File: src/rtl/fetch_stage_pkg.sv
// Shared fetch/pipeline definitions: widths, reset PC, NOP encoding, FSM states
// and the IF/ID payload.
package fetch_stage_pkg;

    localparam int unsigned PC_W    = 16;
    localparam int unsigned INSTR_W = 16;

    localparam logic [PC_W-1:0]    RESET_PC_DEF = 16'h0000;
    localparam int unsigned        PC_INC_DEF   = 2;
    localparam logic [INSTR_W-1:0] NOP_ENC      = 16'h0000;

    typedef enum logic [1:0] {
        IDLE,
        WAIT,
        HOLD,
        DROP
    } fetch_state_t;

    typedef struct packed {
        logic [INSTR_W-1:0] instr;
        logic [PC_W-1:0]    pc;
        logic               valid;
    } if_id_t;

endpackage

File: src/rtl/if_id_reg.sv
// IF/ID pipeline register; a write with valid=0 inserts a NOP bubble and keeps pc.
module if_id_reg
    import fetch_stage_pkg::*;
#(
    parameter logic [INSTR_W-1:0] NOP_INSTR = NOP_ENC
) (
    input  logic   clk,
    input  logic   rst,
    input  logic   en,
    input  if_id_t d,
    output if_id_t q
);

    always_ff @(posedge clk or posedge rst) begin
        if (rst) begin
            q <= '{instr: NOP_INSTR, pc: PC_W'(0), valid: 1'b0};
        end else if (en) begin
            q.valid <= d.valid;
            q.instr <= d.valid ? d.instr : NOP_INSTR;
            if (d.valid) begin
                q.pc <= d.pc;
            end
        end
    end

endmodule

File: src/rtl/fetch_stage.sv
// Instruction-fetch stage: owns the PC, runs a single-outstanding imem handshake,
// drops stale responses after a redirect and writes the IF/ID register.
module fetch_stage
    import fetch_stage_pkg::*;
#(
    parameter logic [PC_W-1:0]    RESET_PC  = RESET_PC_DEF,
    parameter int unsigned        PC_INC    = PC_INC_DEF,
    parameter logic [INSTR_W-1:0] NOP_INSTR = NOP_ENC
) (
    input  logic               clk,
    input  logic               rst,
    input  logic [PC_W-1:0]    PC_out_f,
    input  logic               en_ctrl_f,
    input  logic               freeze_ctrl,
    input  logic               jmp_valid_rf,
    input  logic [PC_W-1:0]    jmp_loc_rf,
    output logic [PC_W-1:0]    PC_ctrl_rf,
    output logic               imem_req,
    output logic [PC_W-1:0]    imem_addr,
    input  logic               imem_ready,
    input  logic [INSTR_W-1:0] imem_rdata,
    output logic [INSTR_W-1:0] instr_d,
    output logic [PC_W-1:0]    pc_d,
    output logic               valid_d
);

    localparam logic [PC_W-1:0] INC = PC_W'(PC_INC);

    fetch_state_t       state_q, state_n;
    logic [PC_W-1:0]    pc_q, pc_n;
    logic [PC_W-1:0]    addr_q, addr_n;
    logic               req_q, req_n;
    logic [INSTR_W-1:0] hold_q, hold_n;
    logic [PC_W-1:0]    tgt_q, tgt_n;
    logic               kill_q, kill_n;

    logic [PC_W-1:0]    seq_pc;
    logic [PC_W-1:0]    drop_tgt;
    logic               ifid_en;
    if_id_t             ifid_d, ifid_q;

    // addr_q doubles as the PC of the in-flight (or held) request
    assign seq_pc   = addr_q + INC;
    assign drop_tgt = jmp_valid_rf ? jmp_loc_rf : tgt_q;

    always_ff @(posedge clk or posedge rst) begin
        if (rst) begin
            state_q <= IDLE;
            pc_q    <= RESET_PC;
            addr_q  <= PC_W'(0);
            req_q   <= 1'b0;
            hold_q  <= INSTR_W'(0);
            tgt_q   <= PC_W'(0);
            kill_q  <= 1'b0;
        end else begin
            state_q <= state_n;
            pc_q    <= pc_n;
            addr_q  <= addr_n;
            req_q   <= req_n;
            hold_q  <= hold_n;
            tgt_q   <= tgt_n;
            kill_q  <= kill_n;
        end
    end

    always_comb begin
        state_n = state_q;
        pc_n    = pc_q;
        addr_n  = addr_q;
        req_n   = req_q;
        hold_n  = hold_q;
        tgt_n   = tgt_q;
        kill_n  = kill_q;
        ifid_en = en_ctrl_f;
        ifid_d  = '{instr: NOP_INSTR, pc: addr_q, valid: 1'b0};

        case (state_q)
            IDLE: begin
                if (jmp_valid_rf) begin
                    req_n   = 1'b1;
                    addr_n  = jmp_loc_rf;
                    pc_n    = jmp_loc_rf;
                    state_n = WAIT;
                end else if (en_ctrl_f && !freeze_ctrl) begin
                    req_n   = 1'b1;
                    addr_n  = PC_out_f;
                    state_n = WAIT;
                end
            end
            WAIT: begin
                if (imem_ready) begin
                    if (jmp_valid_rf) begin
                        addr_n = jmp_loc_rf;
                        pc_n   = jmp_loc_rf;
                    end else if (en_ctrl_f) begin
                        ifid_d = '{instr: imem_rdata, pc: addr_q, valid: 1'b1};
                        pc_n   = seq_pc;
                        if (freeze_ctrl) begin
                            req_n   = 1'b0;
                            state_n = IDLE;
                        end else begin
                            addr_n = seq_pc;
                        end
                    end else begin
                        hold_n  = imem_rdata;
                        req_n   = 1'b0;
                        state_n = HOLD;
                    end
                end else if (jmp_valid_rf) begin
                    // request must stay stable; remember the target and kill its response
                    tgt_n   = jmp_loc_rf;
                    kill_n  = 1'b1;
                    state_n = DROP;
                end
            end
            DROP: begin
                tgt_n = drop_tgt;
                if (imem_ready && kill_q) begin
                    req_n   = 1'b1;
                    addr_n  = drop_tgt;
                    pc_n    = drop_tgt;
                    kill_n  = 1'b0;
                    state_n = WAIT;
                end
            end
            HOLD: begin
                if (jmp_valid_rf) begin
                    req_n   = 1'b1;
                    addr_n  = jmp_loc_rf;
                    pc_n    = jmp_loc_rf;
                    state_n = WAIT;
                end else if (en_ctrl_f) begin
                    ifid_d = '{instr: hold_q, pc: addr_q, valid: 1'b1};
                    pc_n   = seq_pc;
                    if (freeze_ctrl) begin
                        state_n = IDLE;
                    end else begin
                        req_n   = 1'b1;
                        addr_n  = seq_pc;
                        state_n = WAIT;
                    end
                end
            end
            default: begin
                state_n = IDLE;
            end
        endcase
    end

    if_id_reg #(
        .NOP_INSTR(NOP_INSTR)
    ) u_if_id (
        .clk(clk),
        .rst(rst),
        .en (ifid_en),
        .d  (ifid_d),
        .q  (ifid_q)
    );

    assign PC_ctrl_rf = pc_q;
    assign imem_req   = req_q;
    assign imem_addr  = addr_q;
    assign instr_d    = ifid_q.instr;
    assign pc_d       = ifid_q.pc;
    assign valid_d    = ifid_q.valid;

endmodule
File: config.mk
export PLATFORM = sky130hd
export DESIGN_NAME = fetch_stage
export DESIGN_NICKNAME = d
export VERILOG_FILES = /design/src/rtl/fetch_stage_pkg.sv /design/src/rtl/if_id_reg.sv /design/src/rtl/fetch_stage.sv
export SDC_FILE = /design/constraint.sdc
export NUM_CORES = 1
export LEC_CHECK = 0
export BUFFER_PORTS_ARGS = -buffer_cell sky130_fd_sc_hd__buf_2
export CORE_UTILIZATION = 60
export CTS_BUF_LIST = sky130_fd_sc_hd__clkbuf_4
export DETAILED_ROUTE_END_ITERATION = 10
export PLACE_DENSITY = 0.87
export SLEW_MARGIN = 5
export SYNTH_ARGS = -nofsm -noshare
export SYNTH_HDL_FRONTEND = slang
export SYNTH_SLANG_ARGS = --single-unit
File: constraint.sdc
create_clock -name clk -period 7.4 [get_ports clk]
set_input_delay 0.37 -clock clk [delete_from_list [all_inputs] [get_ports clk]]
set_output_delay 0.37 -clock clk [all_outputs]
set_load 0.05 [all_outputs]
# Yosys cells after proc, flatten, opt, wreduce, memory -nomap -nowiden
# Index checks and enable logic that the tools add are counted.
dict set report word_totals {
  reg_bits 101
  inputBits 54
  output_inout_bits 66
  wordCells 92
}
dict set report op_classes {
  n_addsub 1
  n_eq_ne 16
  n_mux 50
  bitwise_logic 2
  n_reduce_logical 13
}
# op n
set op_table {}
lappend op_table {{$mux 16} 14}
lappend op_table {{$mux 33} 5}
lappend op_table {{$pmux 16 s4} 2}
lappend op_table {{$pmux 33 s2} 1}
lappend op_table {{$pmux 16 s2} 1}
lappend op_table {{$mux 2} 10}
lappend op_table {{$ne 3x3->1 const B} 6}
lappend op_table {{$add 16x2->16 const B} 1}
lappend op_table {{$mux 1} 14}
lappend op_table {{$ne 2x2->1 const B} 6}
lappend op_table {{$pmux 2 s4} 1}
lappend op_table {{$reduce_and 4->1} 2}
lappend op_table {{$reduce_and 7->1} 1}
lappend op_table {{$reduce_and 3->1} 2}
lappend op_table {{$reduce_and 6->1} 1}
lappend op_table {{$eq 2x2->1 const B} 2}
lappend op_table {{$ne 4x4->1 const B} 1}
lappend op_table {{$pmux 1 s4} 1}
lappend op_table {{$reduce_and 2->1} 2}
lappend op_table {{$eq 2x1->1 const B} 1}
lappend op_table {{$logic_and 1x1->1} 2}
lappend op_table {{$logic_not 2->1} 1}
lappend op_table {{$not 1->1} 2}
lappend op_table {{$pmux 1 s2} 1}
lappend op_table {{other kinds (2)} 2}

# Logic depth before layout (Yosys ltp)
dict set report depth {
  ltp_word 6
  depth_mapped 10
  mapped_depth_nobuf 7
}

# Hierarchy
# A second synthesis with hierarchy kept.
dict set report unflattened {
  hier_cells 496
  area_unflattened_um2 5421.4
}
# mod instances cells_per_inst area_per_inst_um2
set by_module_without_submodules {}
lappend by_module_without_submodules {fetch_stage 1 422 4150.2}
lappend by_module_without_submodules {if_id_reg 1 74 1271.2}

# Worst setup path after synthesis
# Ideal clock, no wire load.
dict set report synth_timing {
  path_type {flip-flop to flip-flop}
  start {reg state_q[1]}
  end {reg tgt_q[0]}
  arrival_ns 1.916
  setup_slack_ns 5.359
  path_stages_with_launch 8
  synth_period_minus_slack_ns 2.041
  path_cell_list {dfrtp_1 -> inv_1 -> ha_1 -> buf_2 -> nor2b_1 -> o21ai_1 -> buf_2 -> mux2_2}
}
dict set report synth_via {
  elab_chain_len 3
  word_cells_on_any_way 6
  classes_between {eq/ne: 3; mux: 1; reduce/logical: 2}
}
# element line
set synth_lines {}
lappend synth_lines {{start, declared} fetch_stage.sv:29} ;# fetch_state_t state_q, state_n;
lappend synth_lines {{start signal, assigned} fetch_stage.sv:56} ;# state_q <= state_n;
lappend synth_lines {{$eq 2x1->1 / $eq 2x2->1 (equally long branches)} fetch_stage.sv:77} ;# case (state_q)
lappend synth_lines {{$ne 2x2->1 (no line) / $reduce_bool 2->1 (equally long branches)} n/a}
lappend synth_lines {{$reduce_and 2->1 (no line)} n/a}
lappend synth_lines {{end signal, assigned} fetch_stage.sv:61} ;# tgt_q <= tgt_n;
lappend synth_lines {{end, declared} fetch_stage.sv:34} ;# logic [PC_W-1:0] tgt_q, tgt_n;
# Parallel ways exist; a longest one is shown, timed or not.
# A chain may end at the register's enable or synchronous reset.

# Worst setup path after layout
dict set report layout_timing {
  start {reg state_q[0]}
  end {reg pc_q[5], in the netlist PC_ctrl_rf[5]}
}
dict set report layout_via {
  elab_chain_len 3
  word_cells_on_any_way 9
  classes_between {eq/ne: 6; mux: 1; reduce/logical: 2}
}
# element line
set layout_lines {}
lappend layout_lines {{$eq 2x1->1, or another cell as far along} fetch_stage.sv:77}
lappend layout_lines {{$ne 2x2->1 (no line)} n/a}
lappend layout_lines {{$reduce_and 3->1 (no line)} n/a}
lappend layout_lines {{end signal, assigned} fetch_stage.sv:57} ;# pc_q <= pc_n;
lappend layout_lines {{end, declared} fetch_stage.sv:30} ;# logic [PC_W-1:0] pc_q, pc_n;
# Parallel ways exist; a longest one is shown, timed or not.

==> flow_summary.json <==
{
  "status": "complete, no violations",
  "post_cts_buffers": 0,
  "cp_top_family": "simple AND/OR/NAND/NOR gates",
  "timing.fmax_mhz": 369,
  "synth_nets": 572,
  "grtUsageMet1": 0.397,
  "seqPwrFrac": 0.355,
  "final_cell_mix": "119 x buf_2, 101 x dfrtp_1, 60 x nand2_1",
  "cp.arrival_ps": 3100,
  "leakagePower_nw": 2.78,
  "async_reset_ff_frac": 1.00,
  "cts_sinks": 101,
  "cp-end-kind": "register",
  "tritoncts": "yes",
  "synth_edf_count": 0,
  "cp.required_ps": 7780,
  "cap_violations": 0,
  "clk_latency_ps": 470,
  "initial_core_util": 0.631,
  "worst_slack_ps": 4690,
  "die_w_um": 95.6,
  "switching_share": 0.502,
  "synthCells": 512,
  "grt_max_degree": 67,
  "p_sw_mw": 1.34,
  "pre_cts_ws_ps": 4730,
  "use_met3": 0.0550,
  "first_global_vias": 4099,
  "initialDrtViolationCount": 365,
  "antenna_found_initial": 0,
  "grt_pass1_wl_um": 20200,
  "root_buffer": "clkbuf_4",
  "critPathKind": "reg2reg",
  "ys_ff_latch": 101,
  "ys_types": 50,
  "core-area_mm2": 0.00834,
  "dpl.hpwl_um": 8860,
  "vias": 4375,
  "path_buf_inv": 0,
  "cts_made_buffers": 9,
  "slowest_delay_ps": 950,
  "cp_slowest_cell": "nor2b_1",
  "final_nets": 656,
  "port_buffers": 119,
  "ant_nets": 0,
  "rsz0062_at_grt": "no",
  "io_pins": 120,
  "p_int_mw": 1.33,
  "clkTransAtPathRegs_ps": 160,
  "period_share": 0.367,
  "ctsResizeCount": 0,
  "die-area_mm2": 0.00915,
  "drc": 0,
  "syn_avg_cell_area_um2": 10.3,
  "pwr-share-comb": 0.531,
  "die_h_um": 95.6,
  "finalMaxSlewViolations": 0,
  "setup_viol": 0,
  "wire_per_inst_um": 18.1,
  "skew_ps": 19.3,
  "rows": 33,
  "cts_max_level": 3,
  "startpoint_type": "register",
  "cp_cell_sequence": "ha_1 > nor2b_1 > a22oi_1 > o22ai_1 > a21oi_1 > o21ai_0",
  "setup_tns_ps": 0,
  "totalPowerFinal_mw": 2.68,
  "relSlewSlack": 0.146,
  "finalHoldViolCount": 0,
  "p_per_area_mw_per_mm2": 452,
  "yosysWarnings": 0,
  "worst_slew_pin_slew_ps": 1270,
  "grt_usage": 0.293,
  "n_antenna_cell": 0,
  "clock_power_share": 0.114,
  "cts_hold_buf": 1,
  "synth_ff_type": "dfrtp_1",
  "routed_wirelength_um": 12800,
  "cts_max_path_buffers": 2,
  "ir_worst_vdd_mv": 0.310,
  "first_pass_iters": 5,
  "grt-ovfl-total": 0,
  "layout.cells.most_common": "buf_2",
  "drt-vias-per-instance": 6.20,
  "crit_fanout": 17,
  "synth.cell_area_mm2": 0.00526,
  "min_period_ps": 2710,
  "r2r_setup_slack_ps": 4690,
  "gp_congestion": 0.878,
  "ys_seq_area_frac": 0.480,
  "hp-class": "in2reg",
  "use_met2": 0.454,
  "grt-busiest-layer": "met2",
  "area_growth_pct": 12.6,
  "layout-drive-gt1-share": 0.328
}
cells in the mapped netlist (2+ instances only):
master,count,area [um^2]
a211oi_1,2,15.0
a21oi_1,25,125
a221o_1,6,60.1
a221oi_1,5,43.8
a22o_1,2,17.5
a22oi_1,21,158
a31oi_1,2,12.5
a32o_1,2,20.0
and4_4,2,22.5
buf_1,2,7.51
buf_2,15,75.1
buf_4,16,120
clkbuf_1,19,71.3
dfrtp_1,101,2530
ha_1,6,75.1
inv_1,14,52.6
mux2_2,46,518
mux2i_1,13,130
nand2_1,60,225
nand2b_1,3,18.8
nand3_1,5,25.0
nand4_1,5,31.3
nor2_1,15,56.3
nor2b_1,13,81.3
nor3_1,3,15.0
nor4_1,2,12.5
o211ai_1,2,15.0
o21a_1,3,22.5
o21ai_0,41,205
o21ai_1,2,10.0
o22a_1,2,17.5
o22ai_1,6,37.5
o2bb2ai_1,16,140
o31ai_1,10,75.1
or4_1,2,15.0
xnor2_1,3,26.3
xor2_1,7,61.3
power by group through the flow:
| stage | combinational [mW] | clock, mW | sequential [mW] |
|---|---|---|---|
| 2_1_floorplan | 0.877 | 0 | 1.20 |
| 3_3_place_gp | 1.37 | 0 | 0.938 |
| 3_5_place_dp | 1.41 | 0 | 0.957 |
| 4_1_cts | 1.42 | 0.310 | 0.945 |
| 5_1_grt | 1.53 | 0.332 | 0.977 |
| 6_report | 1.42 | 0.306 | 0.951 |
stage by stage:
stage          area, um^2   util  instances  hold WS (ps)
2_1_floorplan        5260      -        512           451
4_1_cts              5920  0.710        706           115
5_1_grt              5920  0.710        706           111
6_report             5920  0.710        706           125
3_5_place_dp         5770  0.692        689           410
3_3_place_gp         5770  0.692        689           407
sequential cells by signal (all words and copies together) (netlist names):
signal / count
PC_ctrl_rf: 16
hold_q: 16
imem_addr: 16
imem_req: 1
kill_q: 1
state_q: 2
tgt_q: 16
u_if_id.q: 33
cell type report:
class | count | area (um^2)
sequential | 101 | 2530
multi-input combinational | 345 | 2420
fill | 618 | 2420
timing repair buffer | 125 | 643
tap | 105 | 131
clock buffer | 10 | 75.1
clock inverter | 6 | 71.3
inverter | 14 | 55.1
kinds of logic after synthesis:
kind of cell	share of synthesized area
compound gates	0.194
xor+xnor	0.0166
fa+ha+maj	0.0143
buf+inv	0.0621
flops	0.480
mux	0.123
simple gates	0.109
per-layer routing:
layer,up-vias,wire [um]
met5,-,0
met4,0,322
met3,32,835
met2,183,6200
met1,2147,5400
li1,2013,-
final timing paths:
path | cells past startpoint | end | from
setup / recovery | 6 | PC_ctrl_rf[5] | state_q[0]
hold / removal | 2 | hold_q[10] | imem_rdata[10]
setup reg to reg | 6 | PC_ctrl_rf[5] | state_q[0]
hold reg to reg | 2 | PC_ctrl_rf[8] | PC_ctrl_rf[8]
max in group asynchronous | 4 | PC_ctrl_rf[12] | rst
min in group asynchronous | 3 | hold_q[12] | rst
Note: power is estimated with default switching activity, not from simulation.
